File: src/rtl/clock_set_pkg.sv
// Shared types and helpers for the mm:ss time-entry controller.
package clock_set_pkg;

  typedef enum logic [1:0] {
    MODE_RUN,
    MODE_SET_MIN,
    MODE_SET_SEC
  } set_mode_t;

  localparam logic [3:0] BLANK_MIN = 4'b1100;
  localparam logic [3:0] BLANK_SEC = 4'b0011;

  // One up/down step of a 0..max_val field with wrap in both directions.
  function automatic logic [7:0] field_step(input logic [7:0] v, input logic up,
                                            input logic [7:0] max_val);
    if (up) return (v >= max_val) ? 8'd0 : v + 8'd1;
    else    return (v == 8'd0) ? max_val : v - 8'd1;
  endfunction

  // Out-of-range running values are not editable; start such a field at 0.
  function automatic logic [7:0] field_clamp(input logic [7:0] v, input logic [7:0] max_val);
    return (v > max_val) ? 8'd0 : v;
  endfunction

endpackage

File: src/rtl/btn_debounce.sv
// Raw button to one-cycle press pulse: 2-flop synchronizer, stability counter,
// rising-edge detector on the debounced level.
module btn_debounce #(
  parameter int DEBOUNCE_CYCLES = 1_000_000
) (
  input  logic clk,
  input  logic clr,
  input  logic raw,
  output logic press
);

  localparam int CW = $clog2(DEBOUNCE_CYCLES + 1);
  localparam logic [CW-1:0] CNT_LAST = CW'(DEBOUNCE_CYCLES - 1);

  logic          sync_a, sync_b;
  logic          state, state_q;
  logic [CW-1:0] cnt;

  // NOTE: every register here is updated with <= so all flops sample the
  // pre-edge values; blocking assignments would collapse the synchronizer.
  always_ff @(posedge clk) begin
    if (clr) begin
      sync_a  <= 1'b0;
      sync_b  <= 1'b0;
      state   <= 1'b0;
      state_q <= 1'b0;
      cnt     <= '0;
      press   <= 1'b0;
    end else begin
      sync_a  <= raw;
      sync_b  <= sync_a;
      state_q <= state;
      press   <= state & ~state_q;
      if (sync_b != state) begin
        if (cnt == CNT_LAST) begin
          state <= sync_b;
          cnt   <= '0;
        end else begin
          cnt <= cnt + CW'(1);
        end
      end else begin
        cnt <= '0;
      end
    end
  end

endmodule

File: src/rtl/clock_time_setter.sv
// Button-driven mm:ss time-entry controller: RUN -> SET_MIN -> SET_SEC -> RUN,
// field editing, one-cycle counter load, display mux and blink mask.
module clock_time_setter
  import clock_set_pkg::*;
#(
  parameter int DEBOUNCE_CYCLES = 1_000_000,
  parameter int BLINK_CYCLES    = 25_000_000,
  parameter int MAX_VAL         = 59
) (
  input  logic       clk,
  input  logic       clr,
  input  logic       btn_mode,
  input  logic       btn_up,
  input  logic       btn_down,
  input  logic [7:0] cur_min,
  input  logic [7:0] cur_sec,
  output logic       run_en,
  output logic       load,
  output logic [7:0] load_min,
  output logic [7:0] load_sec,
  output logic [7:0] disp_min,
  output logic [7:0] disp_sec,
  output logic [3:0] blank_mask
);

  localparam logic [7:0] MAX_FIELD = 8'(MAX_VAL);
  localparam int BW = $clog2(BLINK_CYCLES + 1);
  localparam logic [BW-1:0] BLINK_LAST = BW'(BLINK_CYCLES - 1);

  logic mode_p, up_p, down_p;

  btn_debounce #(.DEBOUNCE_CYCLES(DEBOUNCE_CYCLES)) u_db_mode (
    .clk(clk), .clr(clr), .raw(btn_mode), .press(mode_p)
  );
  btn_debounce #(.DEBOUNCE_CYCLES(DEBOUNCE_CYCLES)) u_db_up (
    .clk(clk), .clr(clr), .raw(btn_up), .press(up_p)
  );
  btn_debounce #(.DEBOUNCE_CYCLES(DEBOUNCE_CYCLES)) u_db_down (
    .clk(clk), .clr(clr), .raw(btn_down), .press(down_p)
  );

  set_mode_t     mode, mode_next;
  logic [7:0]    edit_min, edit_sec;
  logic [BW-1:0] blink_cnt;
  logic          blink_hidden;
  logic          edit_step;

  // A mode press takes priority over a simultaneous edit; up+down cancel.
  assign edit_step = (mode != MODE_RUN) && !mode_p && (up_p ^ down_p);

  // NOTE: mode_next and load get defaults before the case so no path leaves
  // them unassigned, which would otherwise infer latches.
  always_comb begin
    mode_next = mode;
    load      = 1'b0;
    if (mode_p) begin
      case (mode)
        MODE_RUN:     mode_next = MODE_SET_MIN;
        MODE_SET_MIN: mode_next = MODE_SET_SEC;
        MODE_SET_SEC: begin
          mode_next = MODE_RUN;
          load      = 1'b1;
        end
        default:      mode_next = MODE_RUN;
      endcase
    end
  end

  always_ff @(posedge clk) begin
    if (clr) mode <= MODE_RUN;
    else     mode <= mode_next;
  end

  always_ff @(posedge clk) begin
    if (clr) begin
      edit_min <= 8'd0;
      edit_sec <= 8'd0;
    end else if (mode == MODE_RUN && mode_p) begin
      edit_min <= field_clamp(cur_min, MAX_FIELD);
      edit_sec <= field_clamp(cur_sec, MAX_FIELD);
    end else if (edit_step) begin
      if (mode == MODE_SET_MIN) edit_min <= field_step(edit_min, up_p, MAX_FIELD);
      else                      edit_sec <= field_step(edit_sec, up_p, MAX_FIELD);
    end
  end

  // Restarting the blink on every transition or edit keeps the field solid
  // right after the user touches it.
  always_ff @(posedge clk) begin
    if (clr || mode_p || edit_step) begin
      blink_cnt    <= '0;
      blink_hidden <= 1'b0;
    end else if (mode != MODE_RUN) begin
      if (blink_cnt == BLINK_LAST) begin
        blink_cnt    <= '0;
        blink_hidden <= ~blink_hidden;
      end else begin
        blink_cnt <= blink_cnt + BW'(1);
      end
    end
  end

  always_comb begin
    run_en     = (mode == MODE_RUN);
    load_min   = edit_min;
    load_sec   = edit_sec;
    disp_min   = run_en ? cur_min : edit_min;
    disp_sec   = run_en ? cur_sec : edit_sec;
    blank_mask = 4'b0000;
    if (blink_hidden) begin
      if (mode == MODE_SET_MIN)      blank_mask = BLANK_MIN;
      else if (mode == MODE_SET_SEC) blank_mask = BLANK_SEC;
    end
  end

endmodule

File: config.mk
export PLATFORM = sky130hd
export DESIGN_NAME = clock_time_setter
export DESIGN_NICKNAME = d
export VERILOG_FILES = /design/src/rtl/clock_set_pkg.sv /design/src/rtl/btn_debounce.sv /design/src/rtl/clock_time_setter.sv
export SDC_FILE = /design/constraint.sdc
export NUM_CORES = 1
export LEC_CHECK = 0
export ABC_AREA = 1
export CORE_MARGIN = 10
export CORE_UTILIZATION = 55
export CTS_BUF_LIST = sky130_fd_sc_hd__clkbuf_4 sky130_fd_sc_hd__clkbuf_8
export CTS_CLUSTER_DIAMETER = 60
export DETAILED_ROUTE_END_ITERATION = 6
export DONT_BUFFER_PORTS = 1
export PLACE_DENSITY = 0.7
export SLEW_MARGIN = 40
export SYNTH_ARGS = -nofsm -noshare
export SYNTH_HDL_FRONTEND = slang
export SYNTH_SLANG_ARGS = --single-unit
File: constraint.sdc
create_clock -name clk -period 1.8 [get_ports clk]
set_clock_uncertainty 0.05 [all_clocks]
set_input_delay 0.18 -clock clk [delete_from_list [all_inputs] [get_ports clk]]
set_output_delay 0.18 -clock clk [all_outputs]
set_load 0.01 [all_outputs]
==> results_dict.tcl, run 1 <==
set metrics [dict create \
    drc 0 \
    synth-compound-area-share_pct 8.514 \
    fill_cells 1076 \
    antenna_found_initial 0 \
    multi_input_area_um2 3581 \
    layout_setup_ws_ps 80.88 \
    netlist.area_leader.share_pct 36.51 \
    clk_pin_slew_worst_paths_ps 80 \
    end_kind "output port" \
    fin_crit_ps 1719 \
    ys_warn_count 0 \
    internal_power_mw 3.801 \
    finalMaxSlewViolations 0 \
    netlist_top_cells_area "dfxtp_1, nand2_1, nor2_1" \
    cts.sinks 119 \
    post-place-ws_ps 81.46 \
    synth_seq_cells 119 \
    max_freq_mhz 581.7 \
    antenna_left 0 \
    die_w_um 128.9 \
    numCtsBuffers 17 \
    p_clk_share_pct 45.5 \
    stdcell_count 1188 \
    dpl.cell_count 1132 \
    p_seq_share_pct 52.0 \
    synth.most_common_cell "nand2_1" \
    htreeDepth 4 \
    grt_max_degree 33 \
    leakagePower_nw 2.956 \
    grt.total_usage_pct 18.23 \
    p_total_mw 5.087 \
    synth_top_family_by_area "simple AND/OR/NAND/NOR gates" \
    grt_pass1_wl_um 25120 \
    maxSlewHeadroom_pct 57.89 \
    synth_simple_gate_area_share_pct 39.02 \
    die-height_um 128.9 \
    io_pins 59 \
    row_count 39 \
    start_util_pct 56.66 \
    fin_nets 1061 \
    synth-main-ff-cell "dfxtp_1" \
    fin_crit_sh_pct 95.51 \
    clockBufferDepth 2 \
    setup_viol 0 \
    vias 6145 \
    ys_types 40 \
    switchingPower_mw 1.287 \
    syn_area_um2 6525 \
    p_per_area_nw_per_um2 682.3 \
    synth-async-reset-ratio_pct 0 \
    p_comb_share_pct 2.5 \
    p_sw_share_pct 25.29 \
    cp.arrival_ps 1490 \
    gp_congestion 0.8669 \
    synth_mux_area_share_pct 0 \
    worstMarginPinSlew_ps 631.6 \
    worstHoldPathType "primary input to flip-flop" \
    status "finished clean" \
    grt_pass1_vias 5503 \
    rsz0062_at_grt "yes" \
    yosysSeqAreaShare_pct 36.51 \
    vdd_ir_drop_max_mv 0.5995 \
    synth-adder-area-share_pct 1.534 \
    drt_wl_total_um 15270 \
    final_util_pct 64.74 \
    port_buffers 0 \
    diodes 0 \
    yosysTopAreaCell "dfxtp_1" \
    syn_inst 985 \
    root_buffer "clkbuf_8" \
    dp_hpwl_um 10800 \
    yosys-top-cells-count "nand2_1, nor2_1, inv_1" \
    wl_per_cell_um 12.85 \
    die-area_um2 16620 \
    critPathMaxFanout 6 \
    area_delta_synth_final_pct 14.27 \
    grt_overflow 0 \
    worstPathRequired_ps 1570 \
    design.core.area_um2 11520 \
    hold_violations 0 \
    cts_tree "done" \
    syn_area_per_cell_um2 6.624 \
    clk_latency_ps 450 \
    critPathLaunchType "flip-flop" \
    synth.net_count 1014 \
    synth-edff-count 0 \
    first_pass_iters 5 \
    critical_path_class "flip-flop to output port" \
    regArea_um2 2385 \
    drive_above_1_share_pct 10.91 \
    vias_per_cell 5.173 \
    drt_iter0_markers 356 \
    cap_violations 0 \
    synthXorXnorAreaFrac_pct 4.813 \
]
## through the flow
| stage | TNS, ps | area, um^2 | hold slack [ps] |
|---|---|---|---|
| after global routing | -189.5 | 7456 | 63.70 |
| after detailed placement | 0 | 6773 | 208.5 |
| final | 0 | 7456 | 39.64 |
| after floorplan | 0 | 6525 | 237.0 |
| after global placement | 0 | 6773 | 206.5 |
| after CTS | 0 | 7380 | 11.82 |
## power groups by stage
stage / clock network, mW / logic (mW) / registers [mW]
4_1_cts: 2.37 / 0.125 / 2.64
3_3_place_gp: 0 / 0.0923 / 2.70
3_5_place_dp: 0 / 0.0928 / 2.70
6_report: 2.32 / 0.129 / 2.64
2_1_floorplan: 0 / 0.0771 / 2.70
5_1_grt: 2.51 / 0.143 / 2.64
## worst max-delay path: stages, from the launching register on
cell,delay [ps]
dfxtp_1,510
inv_1,160
o21ai_0,360
## registers in the layout, summed over array words and instances, names as in the netlist, 2 cells and up
signal,flops
load_sec,8
blink_cnt,25
u_db_mode.cnt,20
u_db_down.cnt,20
u_db_up.cnt,20
mode,2
load_min,8
## cells in the final DEF (no fill, tap or decap), types with 2 or more instances in the layout
cell             n
inv_1          130
nor2_4           5
nor3_1          38
a21oi_1         55
nand3_1         62
nand3_2          8
nor2_2           8
nand2_4          5
o21ai_1          7
clkinvlp_4       6
clkbuf_8        17
nand3b_1         6
o21bai_1         2
o21ai_0         40
xor2_1          26
buf_4           23
nor4_1           2
buf_12           2
xnor2_1          8
ha_1             8
dfxtp_1        117
nand4_1         27
inv_2            2
inv_6            5
o21ai_2          2
clkinv_4         3
a31oi_1          2
or2_2           11
dlygate4sd3_1   20
or3_1            3
nand2_2          3
and3_1           3
nand2_1        211
nor2_1         158
nor3b_1          4
dfxtp_2          2
nor3_2           5
## kinds of logic (layout without fill, tap and decap cells)
logic type,after synthesis,count (layout)
compound gates,108,108
simple gates,561,563
fa+ha+maj,8,8
buf+inv,154,212
flops,119,119
xor+xnor,35,35
## area by class of cell
cell class,instances,area share (%)
multi-input combinational,714,48.03
sequential,119,31.99
inverter,134,6.830
timing repair buffer,46,5.706
clock buffer,17,3.138
tap,143,2.400
clock inverter,15,1.913
## path summary, 6_finish.rpt
kind	slack, ps	to	startpoint	depth (start not counted)
worst max-delay path	80	disp_sec[4]	load_sec[4]	2
worst min register to register	340	u_db_mode.press	u_db_mode.state_q	1
worst min-delay path	40	load_sec[4]	cur_sec[4]	6
worst max register to register	110	u_db_down.state	u_db_down.cnt[0]	10
## routing by layer
layer	share of wire, %	routed length, um	global-route usage [%]
met1	48	7280	22.97
met2	45	6924	28.25
met3	5.1	786	5.914
met4	1.8	274	7.492
met5	0	0	0
## repair_timing
action,CTS,global route
gates resized for setup,9,18
pin swaps,0,2
setup endpoints to repair,17,67
gates cloned,0,2
hold endpoints to repair,30,0
hold buffers,21,0
setup buffers,0,1
No activity file was read; power rests on OpenSTA's default activity.
==> inputs of run 2 (changes only) <==
--- a/config.mk
+++ b/config.mk
@@ -5,13 +5,13 @@
 export SDC_FILE = /design/constraint.sdc
 export NUM_CORES = 1
 export LEC_CHECK = 0
-export ABC_AREA = 1
 export CORE_MARGIN = 10
 export CORE_UTILIZATION = 55
 export CTS_BUF_LIST = sky130_fd_sc_hd__clkbuf_4 sky130_fd_sc_hd__clkbuf_8
-export CTS_CLUSTER_DIAMETER = 60
+export CTS_CLUSTER_DIAMETER = 120
 export DETAILED_ROUTE_END_ITERATION = 6
 export DONT_BUFFER_PORTS = 1
+export HOLD_SLACK_MARGIN = 0.02
 export PLACE_DENSITY = 0.7
 export SLEW_MARGIN = 40
 export SYNTH_ARGS = -nofsm -noshare
==> run 2 against run 1 <==
  * The flow now finishes with violations (negative setup slack)
  * Worst setup slack worse by 120 ps
  * Worst hold slack improved by 2.9 ps
  * Sequential power is essentially flat
  * Critical endpoint is now disp_sec[6]
  * Largest power group is now clock
==> results_dict.tcl, run 2 <==
set metrics [dict create \
    diodes 0 \
    io_pins 59 \
    worstMarginPinSlew_ps 504.7 \
    fin_nets 837 \
    largest_reg_flops 25 \
    synth-edff-count 0 \
    path_buf_inv 2 \
    vias_per_cell 5.662 \
    syn_area_per_cell_um2 8.430 \
    grt_pass1_vias 5188 \
    maxSlewHeadroom_pct 66.04 \
    htreeDepth 4 \
    final_cell_mix "nor2_1, dfxtp_1, buf_4" \
    max_freq_mhz 543.6 \
    first_pass_iters 5 \
    slowest_stage "mux2_4" \
    mostFrequentLayoutCell "nor2_1" \
    antenna_left 0 \
    post-place-ws_ps -35.19 \
    dp_hpwl_um 9856 \
    syn_inst 705 \
    clk_latency_ps 440 \
    cap_violations 0 \
    area_delta_synth_final_pct 28.38 \
    regMostFlops "blink_cnt" \
    r2r_cells 6 \
    p_total_mw 5.716 \
    fin_crit_sh_pct 102.2 \
    hold_depth 3 \
    vias 5419 \
    cts_tree "done" \
    cpPeakStageDelay_ps 340 \
    row_count 37 \
    min_from "cur_sec[5]" \
    cts.sinks 119 \
    r2r_start "load_sec[0]" \
    end_kind "output port" \
    critPathLaunchType "flip-flop" \
    die-height_um 124.0 \
    hold_violations 0 \
    synth-main-ff-cell "dfxtp_1" \
    yosys-top-cells-count "nor2_1, dfxtp_1, xor2_1" \
    synth-async-reset-ratio_pct 0 \
    yosysSeqAreaShare_pct 40.08 \
    critical_path_class "flip-flop to output port" \
    ys_warn_count 0 \
    reg2reg_to "load_sec[4]" \
    layout_setup_ws_ps -39.58 \
    grt_max_degree 34 \
    clockBufferDepth 2 \
    vdd_ir_drop_max_mv 0.8790 \
    grt.total_usage_pct 19.35 \
    synth.most_common_cell "nor2_1" \
    ys_types 61 \
    rsz0062_at_grt "yes" \
    final_util_pct 73.25 \
    rrSetupSlack_ps 10 \
    netlist_top_cells_area "dfxtp_1, xor2_1, nor2_1" \
    drc 0 \
    synth_seq_cells 119 \
    drt_wl_total_um 15340 \
    violations "negative setup slack" \
    hold-path-endpoint "load_sec[5]" \
    numCtsBuffers 17 \
    wl_per_cell_um 16.03 \
    synth.net_count 734 \
    leakagePower_nw 2.815 \
    yosysTopAreaCell "dfxtp_1" \
    cp.arrival_ps 1610 \
    netlist.area_leader.share_pct 40.08 \
    crit_family "multiplexers" \
    clk_pin_slew_worst_paths_ps 70 \
    die-area_um2 15360 \
    antenna_found_initial 0 \
    drive_above_1_share_pct 23.51 \
    setup_viol 10 \
    status "complete, but fails checks" \
    critPathMaxFanout 6 \
    worstPathRequired_ps 1570 \
    grt_overflow 0 \
    finalMaxSlewViolations 0 \
    design.core.area_um2 10420 \
    drt_iter0_markers 392 \
    syn_area_um2 5943 \
    die_w_um 124.0 \
    start_util_pct 57.06 \
    root_buffer "clkbuf_8" \
    path_cells "buf_6 -> nor2_4 -> buf_8 -> mux2_4" \
    worstHoldPathType "primary input to flip-flop" \
    p_per_area_nw_per_um2 749.2 \
    gp_congestion 0.8634 \
    grt_pass1_wl_um 24300 \
    port_buffers 0 \
    fin_crit_ps 1840 \
]
run 2: repair_timing:
action / 4_1_cts / 5_1_grt
hold buffers: 17 / 0
cloned: 2 / 3
pin swaps: 4 / 20
buffers inserted: 5 / 3
setup endpoints to repair: 39 / 90
gates resized for setup: 21 / 48
hold endpoints to repair: 35 / 0
run 2: layout make-up:
cell class	instances	area, um^2
clock buffer	20	275.3
clock inverter	12	197.7
fill	769	2786
inverter	12	45.04
multi-input combinational	543	3550
sequential	119	2391
tap	136	170.2
timing repair buffer	115	1001
run 2: logic make-up after synthesis:
family	count (synthesis)	synth area share, %
multiplexers	14	2.611
buffers and inverters	43	3.663
XOR/XNOR	94	13.85
AND/OR/NAND/NOR	354	30.08
flip-flops	119	40.08
AO/OA/AOI/OAI	73	8.022
adder cells (fa/ha/maj)	8	1.684
run 2: per-layer routing:
layer | vias up | part of all wire (%) | GRT usage (%)
met5 | - | 0 | 0
met4 | 0 | 2.3 | 8.705
met3 | 27 | 5.5 | 5.068
met2 | 157 | 50 | 31.72
met1 | 2574 | 42 | 23.43
li1 | 2661 | - | -
run 2: worst max path at each step:
stage,endpoint,from,cells after the start
2_1_floorplan,load_sec[4],load_sec[0],7
3_3_place_gp,blink_cnt[10],blink_cnt[6],6
3_5_place_dp,blink_cnt[11],blink_cnt[6],6
4_1_cts,disp_sec[3],mode[0],4
5_1_grt,load_min[5],load_min[2],4
6_report,disp_sec[6],mode[1],4
run 2: where the power goes:
| part | total (mW) | switching [mW] | internal, mW | leakage [nW] |
|---|---|---|---|---|
| combinational | 0.220 | 0.114 | 0.105 | 1.62 |
| clock | 2.84 | 1.09 | 1.76 | 0.235 |
| sequential | 2.65 | 0.00879 | 2.64 | 0.963 |
| total | 5.72 | 1.21 | 4.50 | 2.82 |
run 2: worst min-delay path: cells and delay by family:
family	cells	cell delay, ps
AOI/OAI and AO/OA	3	300
run 2: through the flow:
| step | instances | instance area, um^2 | TNS, ps | hold WS, ps |
|---|---|---|---|---|
| floorplan | 705 | 5943 | 0 | 209.1 |
| global placement | 895 | 6606 | 0 | 205.8 |
| detailed placement | 895 | 6606 | -348.8 | 208.0 |
| CTS | 951 | 7387 | -204.9 | 25.72 |
| global route | 957 | 7630 | -1810 | 44.17 |
| finish | 957 | 7630 | -238.9 | 42.56 |
==> inputs of run 3 (changes only) <==
--- a/config.mk
+++ b/config.mk
@@ -5,14 +5,15 @@
 export SDC_FILE = /design/constraint.sdc
 export NUM_CORES = 1
 export LEC_CHECK = 0
+export ABC_AREA = 1
 export CORE_MARGIN = 10
-export CORE_UTILIZATION = 55
+export CORE_UTILIZATION = 66
 export CTS_BUF_LIST = sky130_fd_sc_hd__clkbuf_4 sky130_fd_sc_hd__clkbuf_8
 export CTS_CLUSTER_DIAMETER = 120
 export DETAILED_ROUTE_END_ITERATION = 6
 export DONT_BUFFER_PORTS = 1
 export HOLD_SLACK_MARGIN = 0.02
-export PLACE_DENSITY = 0.7
+export PLACE_DENSITY = 0.82
 export SLEW_MARGIN = 40
 export SYNTH_ARGS = -nofsm -noshare
 export SYNTH_HDL_FRONTEND = slang
==> run 3 against run 2 <==
  * Critical path type is now primary input to flip-flop
  * Register-to-register slack improved by 110 ps
  * The run now ends clean
  * Final area fell by 2.6%
  * Flip-flop and latch count unchanged
  * Global-route usage rose by 1.9 points
==> results_dict.tcl, run 3 (same netlist as run 1, synthesis figures left out) <==
set metrics [dict create \
    min_from "cur_sec[4]" \
    mostFrequentLayoutCell "nand2_1" \
    grt_pass1_wl_um 26050 \
    leakagePower_nw 2.943 \
    crit_family "compound AO/OA/AOI/OAI gates" \
    reg2reg_to "blink_cnt[10]" \
    dp_hpwl_um 10870 \
    cp.arrival_ps 2020 \
    grt_max_degree 22 \
    grt_pass1_vias 5879 \
    largest_reg_flops 25 \
    die-area_um2 14260 \
    port_buffers 0 \
    hold_depth 6 \
    fin_crit_ps 1715 \
    final_cell_mix "nand2_1, nor2_1, inv_1" \
    slowest_stage "dlygate4sd3_1" \
    htreeDepth 4 \
    path_buf_inv 2 \
    fin_area_um2 7435 \
    max_freq_mhz 583.2 \
    cts.sinks 119 \
    hold_violations 0 \
    worstPathRequired_ps 2110 \
    r2r_start "mode[1]" \
    maxSlewHeadroom_pct 47.24 \
    die-height_um 119.4 \
    vias_per_cell 5.388 \
    cts_tree "done" \
    diodes 0 \
    drive_above_1_share_pct 11.53 \
    area_delta_synth_final_pct 13.94 \
    io_pins 59 \
    cap_violations 0 \
    gp_congestion 0.9315 \
    finalMaxSlewViolations 0 \
    clk_latency_ps 430 \
    grt_overflow 0 \
    dpl.cell_count 1122 \
    cpPeakStageDelay_ps 570 \
    critPathLaunchType "primary input" \
    first_pass_iters 7 \
    regMostFlops "blink_cnt" \
    worstHoldPathType "primary input to flip-flop" \
    design.core.area_um2 9684 \
    root_buffer "clkbuf_8" \
    worstMarginPinSlew_ps 788.8 \
    rsz0062_at_grt "yes" \
    vdd_ir_drop_max_mv 0.6592 \
    stdcell_count 1174 \
    clk_pin_slew_worst_paths_ps 70 \
    placed_area_um2 6760 \
    end_kind "flip-flop" \
    drt_wl_total_um 15690 \
    holdWs_ps 120.0 \
    drc 0 \
    critPathMaxFanout 9 \
    drt_iter0_markers 504 \
    p_per_area_nw_per_um2 691.3 \
    numCtsBuffers 17 \
    layout_setup_ws_ps 85.29 \
    p_total_mw 5.140 \
    start_util_pct 67.38 \
    vias 6326 \
    path_cells "dlygate4sd3_1 -> clkinv_1 -> o21ai_0 -> a21oi_1 -> nand2_2 -> a21oi_1" \
    fin_nets 1057 \
    grt.total_usage_pct 21.29 \
    clockBufferDepth 2 \
    cp-startpoint "clr" \
    wl_per_cell_um 13.36 \
    post-place-ws_ps 92.15 \
    hold-path-endpoint "load_sec[4]" \
    r2r_cells 8 \
    critical_path_class "primary input to flip-flop" \
    setup_viol 0 \
    final_util_pct 76.77 \
    row_count 36 \
    setup_tns_ps 0 \
    status "finished clean" \
    die_w_um 119.4 \
    crit_top_cell "a21oi_1" \
    rrSetupSlack_ps 120 \
    antenna_left 0 \
    antenna_found_initial 0 \
    fin_crit_sh_pct 95.26 \
]
==> run 3: timing repair <==
item,CTS,global route
hold endpoints to repair,28,0
setup buffers,0,3
hold buffers,15,0
gates cloned,0,2
gates resized for setup,2,42
endpoints found under the setup margin,3,70
pin swaps,0,3
==> run 3: per-layer routing <==
metal | vias up | global-route usage [%] | share of wire, %
li1 | 3235 | - | -
met1 | 2839 | 25.48 | 44
met2 | 209 | 35.79 | 47
met3 | 43 | 5.574 | 6.6
met4 | 0 | 8.296 | 2.6
met5 | - | 0 | 0
==> run 3: worst max path at each step <==
stage	end	slack, ps	cells past startpoint
finish	u_db_up.cnt[4]	90	6
global route	u_db_down.cnt[12]	-40	8
CTS	blank_mask[3]	10	4
detailed placement	u_db_down.cnt[18]	90	8
global placement	u_db_down.cnt[18]	150	8
floorplan	u_db_down.cnt[18]	220	9
==> run 3: cell type report <==
class	count	area, um^2
clock inverter	12	128.9
tap	133	166.4
clock buffer	20	256.5
inverter	134	505.5
multi-input combinational	714	3617
timing repair buffer	42	376.6
sequential	119	2384
fill	756	2250
==> run 3: worst min-delay path: stages <==
cell and delay (ps):
nand3_1 70, nand2_1 60, inv_1 60, nor2_1 50, nand2_1 70, a21oi_1 60
==> run 3: power breakdown <==
group / leakage, nW / total (mW) / internal [mW] / switching [mW]
Sequential: 0.960 / 2.64 / 2.64 / 0.00437
Clock: 0.193 / 2.36 / 1.27 / 1.09
Combinational: 1.79 / 0.132 / 0.0516 / 0.0805
Total: 2.94 / 5.14 / 3.96 / 1.18
